===== config.mk =====
export PLATFORM = sky130hd
export DESIGN_NAME = bin2bcd_seq
export DESIGN_NICKNAME = d
export VERILOG_FILES = /design/src/rtl/bin2bcd_seq.sv
export SDC_FILE = /design/constraint.sdc
export NUM_CORES = 1
export LEC_CHECK = 0
export ABC_CLOCK_PERIOD_IN_PS = 1750
export CORE_ASPECT_RATIO = 0.9
export CORE_MARGIN = 4
export CORE_UTILIZATION = 50
export CTS_CLUSTER_SIZE = 25
export DETAILED_ROUTE_END_ITERATION = 12
export PLACE_DENSITY = 0.79
export SKIP_LAST_GASP = 1
export SYNTH_ARGS = -nofsm -noshare
export SYNTH_HDL_FRONTEND = slang
export SYNTH_SLANG_ARGS = --single-unit
export TNS_END_PERCENT = 20

===== constraint.sdc =====
create_clock -name clk -period 1.75 [get_ports clk]
set_input_delay 0.4375 -clock clk [delete_from_list [all_inputs] [get_ports clk]]
set_output_delay 0.4375 -clock clk [all_outputs]
set_load 0.005 [all_outputs]

===== src/rtl/bin2bcd_seq.sv =====
// Iterative binary-to-BCD converter (shift-and-add-3).
// Saturates to all nines when the value does not fit in DIGITS.
module bin2bcd_seq #(
  parameter int WIDTH  = 14,
  parameter int DIGITS = 4
) (
  input  logic                  clk,
  input  logic                  rst,
  input  logic                  start,
  input  logic [WIDTH-1:0]      bin,
  output logic                  busy,
  output logic                  done,
  output logic [4*DIGITS-1:0]   bcd,
  output logic                  overflow
);

  localparam int BW = 4 * DIGITS;
  localparam int RW = BW + WIDTH;
  localparam int CW = $clog2(WIDTH + 1);

  function automatic logic [31:0] pow10(input int n);
    logic [31:0] p;
    p = 32'd1;
    for (int i = 0; i < n; i++) begin
      p = p * 32'd10;
    end
    return p;
  endfunction

  localparam logic [31:0] LIMIT = pow10(DIGITS) - 32'd1;
  localparam logic [CW-1:0] CNT_INIT = CW'(WIDTH);
  localparam logic [CW-1:0] CNT_LAST = CW'(1);

  typedef enum logic {
    IDLE,
    SHIFT
  } state_t;

  state_t          state;
  state_t          state_nxt;
  logic [RW-1:0]   work;
  logic [RW-1:0]   work_nxt;
  logic [RW-1:0]   adj;
  logic [RW-1:0]   shifted;
  logic [CW-1:0]   cnt;
  logic [CW-1:0]   cnt_nxt;
  logic            ovf_int;
  logic            ovf_nxt;
  logic            busy_nxt;
  logic            done_nxt;
  logic [BW-1:0]   bcd_nxt;
  logic            overflow_nxt;
  logic [31:0]     bin_ext;
  logic [BW-1:0]   nines;

  assign bin_ext = 32'(bin);
  assign nines   = {DIGITS{4'h9}};

  // Add 3 to every BCD nibble >= 5, nibbles independent, then shift.
  always_comb begin
    adj = work;
    for (int i = 0; i < DIGITS; i++) begin
      if (work[WIDTH+4*i +: 4] >= 4'd5) begin
        adj[WIDTH+4*i +: 4] = work[WIDTH+4*i +: 4] + 4'd3;
      end
    end
    shifted = {adj[RW-2:0], 1'b0};
  end

  // Next-state and datapath updates for the two-state controller.
  always_comb begin
    state_nxt    = state;
    work_nxt     = work;
    cnt_nxt      = cnt;
    ovf_nxt      = ovf_int;
    busy_nxt     = busy;
    done_nxt     = 1'b0;
    bcd_nxt      = bcd;
    overflow_nxt = overflow;
    unique case (state)
      IDLE: begin
        if (start) begin
          work_nxt  = {{BW{1'b0}}, bin};
          cnt_nxt   = CNT_INIT;
          ovf_nxt   = bin_ext > LIMIT;
          busy_nxt  = 1'b1;
          state_nxt = SHIFT;
        end
      end
      SHIFT: begin
        work_nxt = shifted;
        cnt_nxt  = cnt - 1'b1;
        if (cnt == CNT_LAST) begin
          bcd_nxt      = ovf_int ? nines : shifted[RW-1 -: BW];
          overflow_nxt = ovf_int;
          done_nxt     = 1'b1;
          busy_nxt     = 1'b0;
          state_nxt    = IDLE;
        end
      end
    endcase
  end

  // State register; reset aborts any conversion in flight.
  always_ff @(posedge clk) begin
    if (rst) begin
      state    <= IDLE;
      work     <= '0;
      cnt      <= '0;
      ovf_int  <= 1'b0;
      busy     <= 1'b0;
      done     <= 1'b0;
      bcd      <= '0;
      overflow <= 1'b0;
    end else begin
      state    <= state_nxt;
      work     <= work_nxt;
      cnt      <= cnt_nxt;
      ovf_int  <= ovf_nxt;
      busy     <= busy_nxt;
      done     <= done_nxt;
      bcd      <= bcd_nxt;
      overflow <= overflow_nxt;
    end
  end

endmodule


==> impl_results.md, run 1 <==
- Final nets: 355
- Clock root cell: clkbuf_8
- Crit. path cell count: 1
- Pwr per Cell Area: 741 nW/um^2
- Sequential fraction of the synthesis area: 0.435
- Die area: 6270 um^2
- Global-route wire length before repair: 9220 um
- Gr usage total: 0.177
- Hold Crit Class: register to register
- Reg power frac: 0.577
- Overall power: 2.29 mW
- Post-DP Area: 3000 um^2
- Diodes inserted: 0
- Setup CP Type: register to output pin
- Die Ht: 75.5 um
- Yosys cell types: 38
- Internal power: 1.73 mW
- Pins Over Slew Limit: 0
- Synth Warn #: 0
- Fill cells: 421
- Synth top area cells: dfxtp_1 43%, nor2_1 6.7%, mux2i_1 5.9%
- Drt via density: 5.37
- TritonCTS clock tree: built
- Cells along the critical path: clkdlybuf4s50_1
- Die width: 83.0 um
- Clock Sink Count: 55
- Vias in the first global route: 1935
- Crit path largest cell delay: 0.51 ns
- Detailed-route via count: 2111
- WP data arrival: 1.17 ns
- Synthesis-to-finish area growth: 21.9%
- Port Buf Inserts: 35
- MaxCap Viol Count: 0
- Worst Tran Pin Value: 0.455 ns
- Final core occ: 0.635
- Post-DP HPWL: 3860 um
- Asr flop ratio synth: 0
- Worst Hold Launch: overflow
- RSZ-0062 raised after global routing: false
- Critical R2R Capture: bcd[12]
- WP buf/inv: 1
- Cells after DPL: 386
- Switch share: 0.243
- Yosys top cell area share: 0.435
- Final Setup Violations: 0
- CP Capture Type: output pin
- Yosys reg bits: 55
- RePlAce Congestion: 0.804
- Worst R2R Start: cnt[0]
- Worst Skew: 0.00648 ns
- Yosys top cell by area: dfxtp_1
- Fin cells: 393
- Hold path depth: 2
- Lkg Pwr: 1.13 nW
- Post-CTS sizing: 0
- Post-DR wirelength/cell: 13.9 um
- Multi-input gate area: 1280 um^2
- Final hold violation count: 0
- Fmax: 0.622 GHz
- FF/Latch Area: 1100 um^2
- Starting Density: 0.521
- Routed Antenna Nets: 0
- Sw Pwr: 0.556 mW
- H-tree depth: 2
- Core ar.: 4860 um^2
- Post-synth EDFFs: 0
- CTS Buffer Depth: 2
- Clock power frac: 0.306
- Net count after synthesis: 316
- CP startpoint kind: register
- Critical path peak fanout: 2
- FP Rows: 24
- Outcome: finished, final reports clean
- TritonCTS Buffers: 5
- Initial antenna violation count: 0
- Remaining Overflow, GRT: 0
- Setup Buffers After CTS: 0
- IO Pins: 36
- Later-pin clock latency in the skew report: 0.30 ns
- R2r setup slk: 0.17 ns
- DRT Pass-1 Iters: 4
- Worst Hold Slack: 0.456 ns
- Fin area: 3090 um^2
- Tcrit/Tclk final: 0.919
- Synthesized area per cell: 8.77 um^2
- Clock Pin Slew Worst Setup and Hold Paths: 0.09 ns
- CP required: 1.31 ns
- Slowest-stage cell, CP: clkdlybuf4s50_1
- Post-synthesis cell count: 289
- Relative slew slack: 0.697
- Primary FF master, synth: dfxtp_1
- Layout cells sized above 1: 0.104
- Worst VDD drop: 0.352 mV
- Worst Hold Path EP: overflow
- Cell area after synthesis: 2530 um^2
- Tmin final: 1.61 ns
- Residual DRC: 0
- Post-Route WL: 5480 um
- Initial DRC Count: 139
- Reg2Reg Depth: 5
- # hold bufs at CTS: 0
- Largest net degree at the start of global routing: 59
- Gate power share: 0.117
- Delay-heaviest family, CP: buffers and inverters
## cell usage in the layout, fill, tap and decap left out, drive strengths merged, types with 2 or more instances in the layout
cell type / count
o22ai: 4
mux2: 4
clkdlybuf4s50: 35
nor3b: 7
a211oi: 4
a21oi: 29
o32ai: 10
a311oi: 2
nand2: 8
dfxtp: 55
buf: 15
nand3b: 8
nand3: 3
inv: 17
o21ai: 14
ha: 10
nor3: 12
mux2i: 15
nor2: 46
xnor2: 3
clkbuf: 6
nand2b: 10
## flip-flops by register name, indices dropped and copies added (netlist names)
name,count
bcd,16
busy,1
cnt,4
done,1
overflow,1
ovf_int,1
state,1
work,30
## layer usage
metal	global-route usage	vias to the layer above	share of wire
met5	0	-	0
met4	0.0381	0	0.0078
met3	0.0422	4	0.043
met2	0.283	42	0.45
met1	0.247	980	0.50
li1	-	1085	-
## Yosys cell counts (2+ instances only)
cell type,instances
nand2b_1,10
o21ai_1,7
buf_2,10
a21oi_1,28
nor3_1,12
clkbuf_1,5
xnor2_1,3
nor3b_1,7
dfxtp_1,55
nand3_1,2
a211oi_1,4
ha_1,10
o22ai_1,4
o32ai_1,10
inv_1,17
o21ai_0,7
mux2_2,4
a311oi_1,2
nor2_1,45
mux2i_1,15
nand3b_1,8
nand2_1,8
## cells by family after synthesis
kind of cell,after synthesis,synth area share
compound gates,68,0.168
xor+xnor,3,0.0104
mux,19,0.0770
buf+inv,35,0.0612
fa+ha+maj,10,0.0494
flops,55,0.435
simple gates,99,0.199
## power groups by stage
stage / registers (mW) / clock network, mW / logic, mW
final: 1.32 / 0.700 / 0.268
after global routing: 1.33 / 0.772 / 0.299
after global placement: 1.35 / 0 / 0.261
after floorplan: 1.34 / 0 / 0.167
after detailed placement: 1.35 / 0 / 0.266
after CTS: 1.32 / 0.715 / 0.267
## worst max-delay path by stage
stage	start	end	slack, ns
5_1_grt	work[19]	work[20]	0.05
2_1_floorplan	work[26]	work[28]	0.34
3_3_place_gp	rst	work[15]	-0.08
6_report	bcd[3]	bcd[3]	0.14
4_1_cts	bcd[13]	bcd[13]	0.12
3_5_place_dp	rst	work[20]	-0.08
## layout make-up
type	instances	area share
well taps	65	0.0263
inverters	17	0.0207
repair buffers	50	0.154
clock buffers	6	0.0267
clock inverters	1	0.00162
flip-flops and latches	55	0.357
multi-input cells	199	0.414
## per-stage QoR
step / worst slack (ns) / TNS [ns]
after floorplan: 0.336 / 0
after global placement: -0.0847 / -0.698
after detailed placement: -0.0780 / -0.621
after CTS: 0.121 / 0
after global routing: 0.0467 / 0
final: 0.143 / 0
(Power assumes the default switching activity.)
==> inputs of run 2 (changes only) <==
CORE_MARGIN = 1   (was 4)
SKIP_LAST_GASP = default   (was 1)
==> run 2 against run 1 <==
Net effect:
- via count is 2.1% higher
- sequential power hardly changed
- final cell count is 0.76% higher
- register-to-register slack worse by 0.02 ns
- flip-flop and latch count stayed put
- fmax is 0.43% lower
- first-iteration DRC count is 14% lower
- count of clock-buffer cells in the layout stayed put
- core utilization is 0.46 points higher
- die area is 15% lower
- hold slack better by 0.0052 ns
- largest power group unchanged
==> impl_results.md, run 2 (synthesis results as in run 1) <==
- Largest net degree at the start of global routing: 23
- Tmin final: 1.61 ns
- Diodes inserted: 0
- CP startpoint kind: register
- CTS Buffer Depth: 2
- Final Setup Violations: 0
- H-tree depth: 2
- Starting Density: 0.521
- Drt via density: 5.44
- Clock Pin Slew Worst Setup and Hold Paths: 0.09 ns
- Post-CTS sizing: 0
- Routed wl met3: 183 um
- Commonest non-fill, non-tap cell in the layout: dfxtp_1
- Routed length on met1: 2670 um
- Initial antenna violation count: 0
- Pins Over Slew Limit: 0
- Clock root cell: clkbuf_8
- Post-DR wirelength/cell: 14.0 um
- Lkg Pwr: 1.15 nW
- Biggest regs: work: 30 flops, bcd: 16 flops, cnt: 4 flops
- Sum Neg Setup Slack: 0 ns
- MaxCap Viol Count: 0
- Cells along the critical path: clkdlybuf4s50_1
- Remaining Overflow, GRT: 0
- Met2 WL post-DR: 2640 um
- Pwr per Cell Area: 742 nW/um^2
- Fin area: 3110 um^2
- # hold bufs at CTS: 0
- Layout cells sized above 1: 0.112
- Port Buf Inserts: 35
- Fmax: 0.619 GHz
- Max reg flops: 30
- CP Capture Type: output pin
- Core ar.: 4860 um^2
- Final nets: 358
- Leading cell types in the layout, fill and taps excluded: 54 x dfxtp_1, 45 x nor2_1, 35 x clkdlybuf4s50_1
- RSZ-0062 raised after global routing: false
- Worst VDD drop: 0.398 mV
- Worst Tran Pin Value: 0.453 ns
- Gr usage total: 0.217
- Slowest-stage cell, CP: clkdlybuf4s50_1
- Die Ht: 69.5 um
- DRT Pass-1 Iters: 4
- Detailed-route via count: 2155
- Routed Antenna Nets: 0
- Post-DP Area: 3020 um^2
- DR top layer: met4
- IO Pins: 36
- WP buf/inv: 1
- Crit path largest cell delay: 0.50 ns
- Setup Buffers After CTS: 0
- TritonCTS Buffers: 5
- RePlAce Congestion: 0.816
- Clock Sink Count: 55
- Synthesis-to-finish area growth: 22.8%
- Post-Route WL: 5550 um
- Setup CP Type: register to output pin
- Hold Crit Class: register to register
- Post-DP HPWL: 4000 um
- CP required: 1.31 ns
- Later-pin clock latency in the skew report: 0.31 ns
- TritonCTS clock tree: built
- Delay-heaviest family, CP: buffers and inverters
- Global-route wire length before repair: 9180 um
- WP data arrival: 1.18 ns
- Relative slew slack: 0.698
- FP Rows: 24
- Vias in the first global route: 1940
- Tcrit/Tclk final: 0.922
- Outcome: finished, final reports clean
- Worst Skew: 0.00651 ns
- Die width: 77.0 um
- Die area: 5360 um^2
- Residual DRC: 0
- Reg with most FFs: work
- Initial DRC Count: 120
- Final hold violation count: 0
- Critical path peak fanout: 2
[run 2: changes by cell type in the layout (fill, tap and decap cells not counted)]
cell	previous run	this run
buf_4	14	17
[run 2: worst reg2reg max path, cell delays in order (launching register included)]
cell and delay, ns:
dfxtp_1 0.33, inv_1 0.08, ha_1 0.18, nand2b_1 0.15, a21oi_1 0.25, mux2_2 0.40, o32ai_1 0.12
[run 2: path summary, 6_finish.rpt]
kind / from / to / slack, ns / cells past startpoint
worst max-delay path: busy / busy / 0.14 / 1
worst min-delay path: overflow / overflow / 0.46 / 2
worst max register to register: work[23] / work[24] / 0.15 / 6
worst min register to register: overflow / overflow / 0.46 / 2
[run 2: power breakdown]
| group | total, mW | internal [mW] | switching (mW) |
|---|---|---|---|
| registers | 1.33 | 1.29 | 0.0352 |
| logic | 0.271 | 0.136 | 0.135 |
| clock network | 0.713 | 0.312 | 0.401 |
| total | 2.31 | 1.74 | 0.572 |
[run 2: area by class of cell]
class | instances | area [um^2]
Clock inverter | 1 | 5.00
Multi-Input combinational cell | 199 | 1280
Timing Repair Buffer | 53 | 498
Sequential cell | 55 | 1100
Tap cell | 65 | 81.3
Clock buffer | 6 | 82.6
Inverter | 17 | 63.8
Fill cell | 412 | 1750
[run 2: stage by stage]
stage	utilization	power [mW]	cells	setup WS (ns)	hold slack, ns
after floorplan	-	1.51	289	0.336	0.453
after global placement	0.621	1.62	389	-0.0841	0.444
after detailed placement	0.621	1.62	389	-0.0926	0.448
after CTS	0.639	2.31	396	0.126	0.461
after global routing	0.639	2.40	396	0.0289	0.504
final	0.639	2.31	396	0.136	0.462
[run 2: layer usage]
metal | up-vias | track usage
met4 | 0 | 0.0692
met2 | 28 | 0.346
li1 | 1095 | -
met5 | - | 0
met3 | 5 | 0.0553
met1 | 1027 | 0.289
==> inputs of run 3 (changes only) <==
CTS_CLUSTER_SIZE = 10   (was 25)
RECOVER_POWER = 100   (was default)
==> run 3 against run 2 <==
Net effect:
- sequential power hardly changed
- count of clock-buffer cells in the layout is the same
- design area decreased by 1.0%
- core utilization decreased by 0.64 points
- fmax fell by 4.7%
- clock skew about the same
- power shrank 0.78%
- hold slack got worse by 0.0038 ns
- critical path type is now primary input to register
- largest power group unchanged
==> impl_results.md, run 3 (synthesis results as in run 1) <==
- Clock Sink Count: 55
- Pins Over Slew Limit: 0
- Final nets: 358
- WP data arrival: 1.89 ns
- Tcrit/Tclk final: 0.968
- Relative slew slack: 0.701
- Hold Crit Class: register to register
- Worst VDD drop: 0.396 mV
- Sum Neg Setup Slack: 0 ns
- RePlAce Congestion: 0.816
- Drt via density: 5.41
- H-tree depth: 2
- Setup Buffers After CTS: 0
- Reg with most FFs: work
- Die width: 77.0 um
- TritonCTS clock tree: built
- Detailed-route via count: 2144
- Fill cells: 423
- Commonest non-fill, non-tap cell in the layout: dfxtp_1
- FP Rows: 24
- Setup CP Type: primary input to register
- Post-Route WL: 5530 um
- Initial DRC Count: 111
- Cells along the critical path: dlygate4sd3_1 -> clkbuf_1 -> mux2i_1 -> nor2_1 -> a21oi_1 -> nor2_1
- Clock Pin Slew Worst Setup and Hold Paths: 0.09 ns
- Slowest-stage cell, CP: dlygate4sd3_1
- Pwr per Cell Area: 744 nW/um^2
- Remaining Overflow, GRT: 0
- # hold bufs at CTS: 0
- CP required: 1.94 ns
- Die area: 5360 um^2
- Leading cell types in the layout, fill and taps excluded: 54 x dfxtp_1, 45 x nor2_1, 28 x a21oi_1
- TritonCTS Buffers: 5
- Post-DR wirelength/cell: 14.0 um
- Layout cells sized above 1: 0.0816
- Post-DP HPWL: 4000 um
- Residual DRC: 0
- FF/Latch Area: 1100 um^2
- Clock root cell: clkbuf_8
- Core ar.: 4860 um^2
- Initial antenna violation count: 0
- Port Buf Inserts: 35
- Starting Density: 0.521
- Biggest regs: work: 30 flops, bcd: 16 flops, cnt: 4 flops
- IO Pins: 36
- Final Setup Violations: 0
- Post-CTS sizing: 0
- Lkg Pwr: 1.19 nW
- Diodes inserted: 0
- DP Worst Slack: -0.0926 ns
- Outcome: finished, final reports clean
- MaxCap Viol Count: 0
- Largest net degree at the start of global routing: 23
- Final hold violation count: 0
- CP startpoint kind: primary input
- Tmin final: 1.69 ns
- CTS Buffer Depth: 2
- Critical path peak fanout: 6
- Die Ht: 69.5 um
- CP Capture Type: register
- Multi-input gate area: 1270 um^2
- CP dominant cell by count: nor2_1
- Final worst slack: 0.0564 ns
- Max reg flops: 30
- Synthesis-to-finish area growth: 21.5%
- Fmax: 0.590 GHz
- Worst Tran Pin Value: 0.449 ns
- Vias in the first global route: 1940
- Global-route wire length before repair: 9180 um
- Routed Antenna Nets: 0
- WP buf/inv: 2
- Worst Skew: 0.00660 ns
- Later-pin clock latency in the skew report: 0.31 ns
- DRT Pass-1 Iters: 4
- Crit path largest cell delay: 0.65 ns
- Delay-heaviest family, CP: buffers and inverters
- Gr usage total: 0.217
- RSZ-0062 raised after global routing: false
## run 3: changes by cell type in the layout (fill, tap and decap cells not counted), moves of 3 or more
cell,delta
dlygate4sd3_1,+21
o21ai_1,-5
mux2_2,-3
clkbuf_2,+3
mux2_1,+3
buf_4,-8
clkbuf_1,+5
o21ai_0,+5
clkdlybuf4s50_1,-21
## run 3: path summary, 6_finish.rpt
| path | start | end | slack (ns) | depth (start not counted) |
|---|---|---|---|---|
| worst max-delay path | start | work[12] | 0.06 | 6 |
| worst min-delay path | overflow | overflow | 0.46 | 2 |
| worst max register to register | work[23] | work[24] | 0.14 | 6 |
| worst min register to register | overflow | overflow | 0.46 | 2 |
## run 3: final cells by class
cell class                      instances  share of cell area
Clock buffer                            6              0.0268
Clock inverter                          1             0.00163
Inverter                               17              0.0207
Multi-Input combinational cell        199               0.413
Sequential cell                        55               0.358
Tap cell                               65              0.0264
Timing Repair Buffer                   53               0.153
## run 3: metrics by stage
step	power, mW	util	hold WS [ns]	instance area, um^2	instances
global placement	1.62	0.621	0.444	3020	389
floorplan	1.51	-	0.453	2530	289
finish	2.29	0.633	0.458	3080	396
detailed placement	1.62	0.621	0.448	3020	389
CTS	2.31	0.639	0.461	3110	396
global route	2.39	0.633	0.502	3080	396
## run 3: worst min-delay path: stages (launching register included)
cell,delay [ns]
dfxtp_1,0.32
nand2_1,0.05
a21oi_1,0.05
## run 3: where the power goes
group | switching, mW | internal (mW) | total (mW)
clock | 0.395 | 0.312 | 0.707
sequential | 0.0348 | 1.29 | 1.33
combinational | 0.134 | 0.125 | 0.259
## run 3: routing by layer
layer  routed length, um  vias to the layer above  global-route usage
met4                  77                        0              0.0692
met2                2620                       29               0.346
met3                 171                        7              0.0553
li1                    -                     1098                   -
met5                   0                        -                   0
met1                2660                     1010               0.289
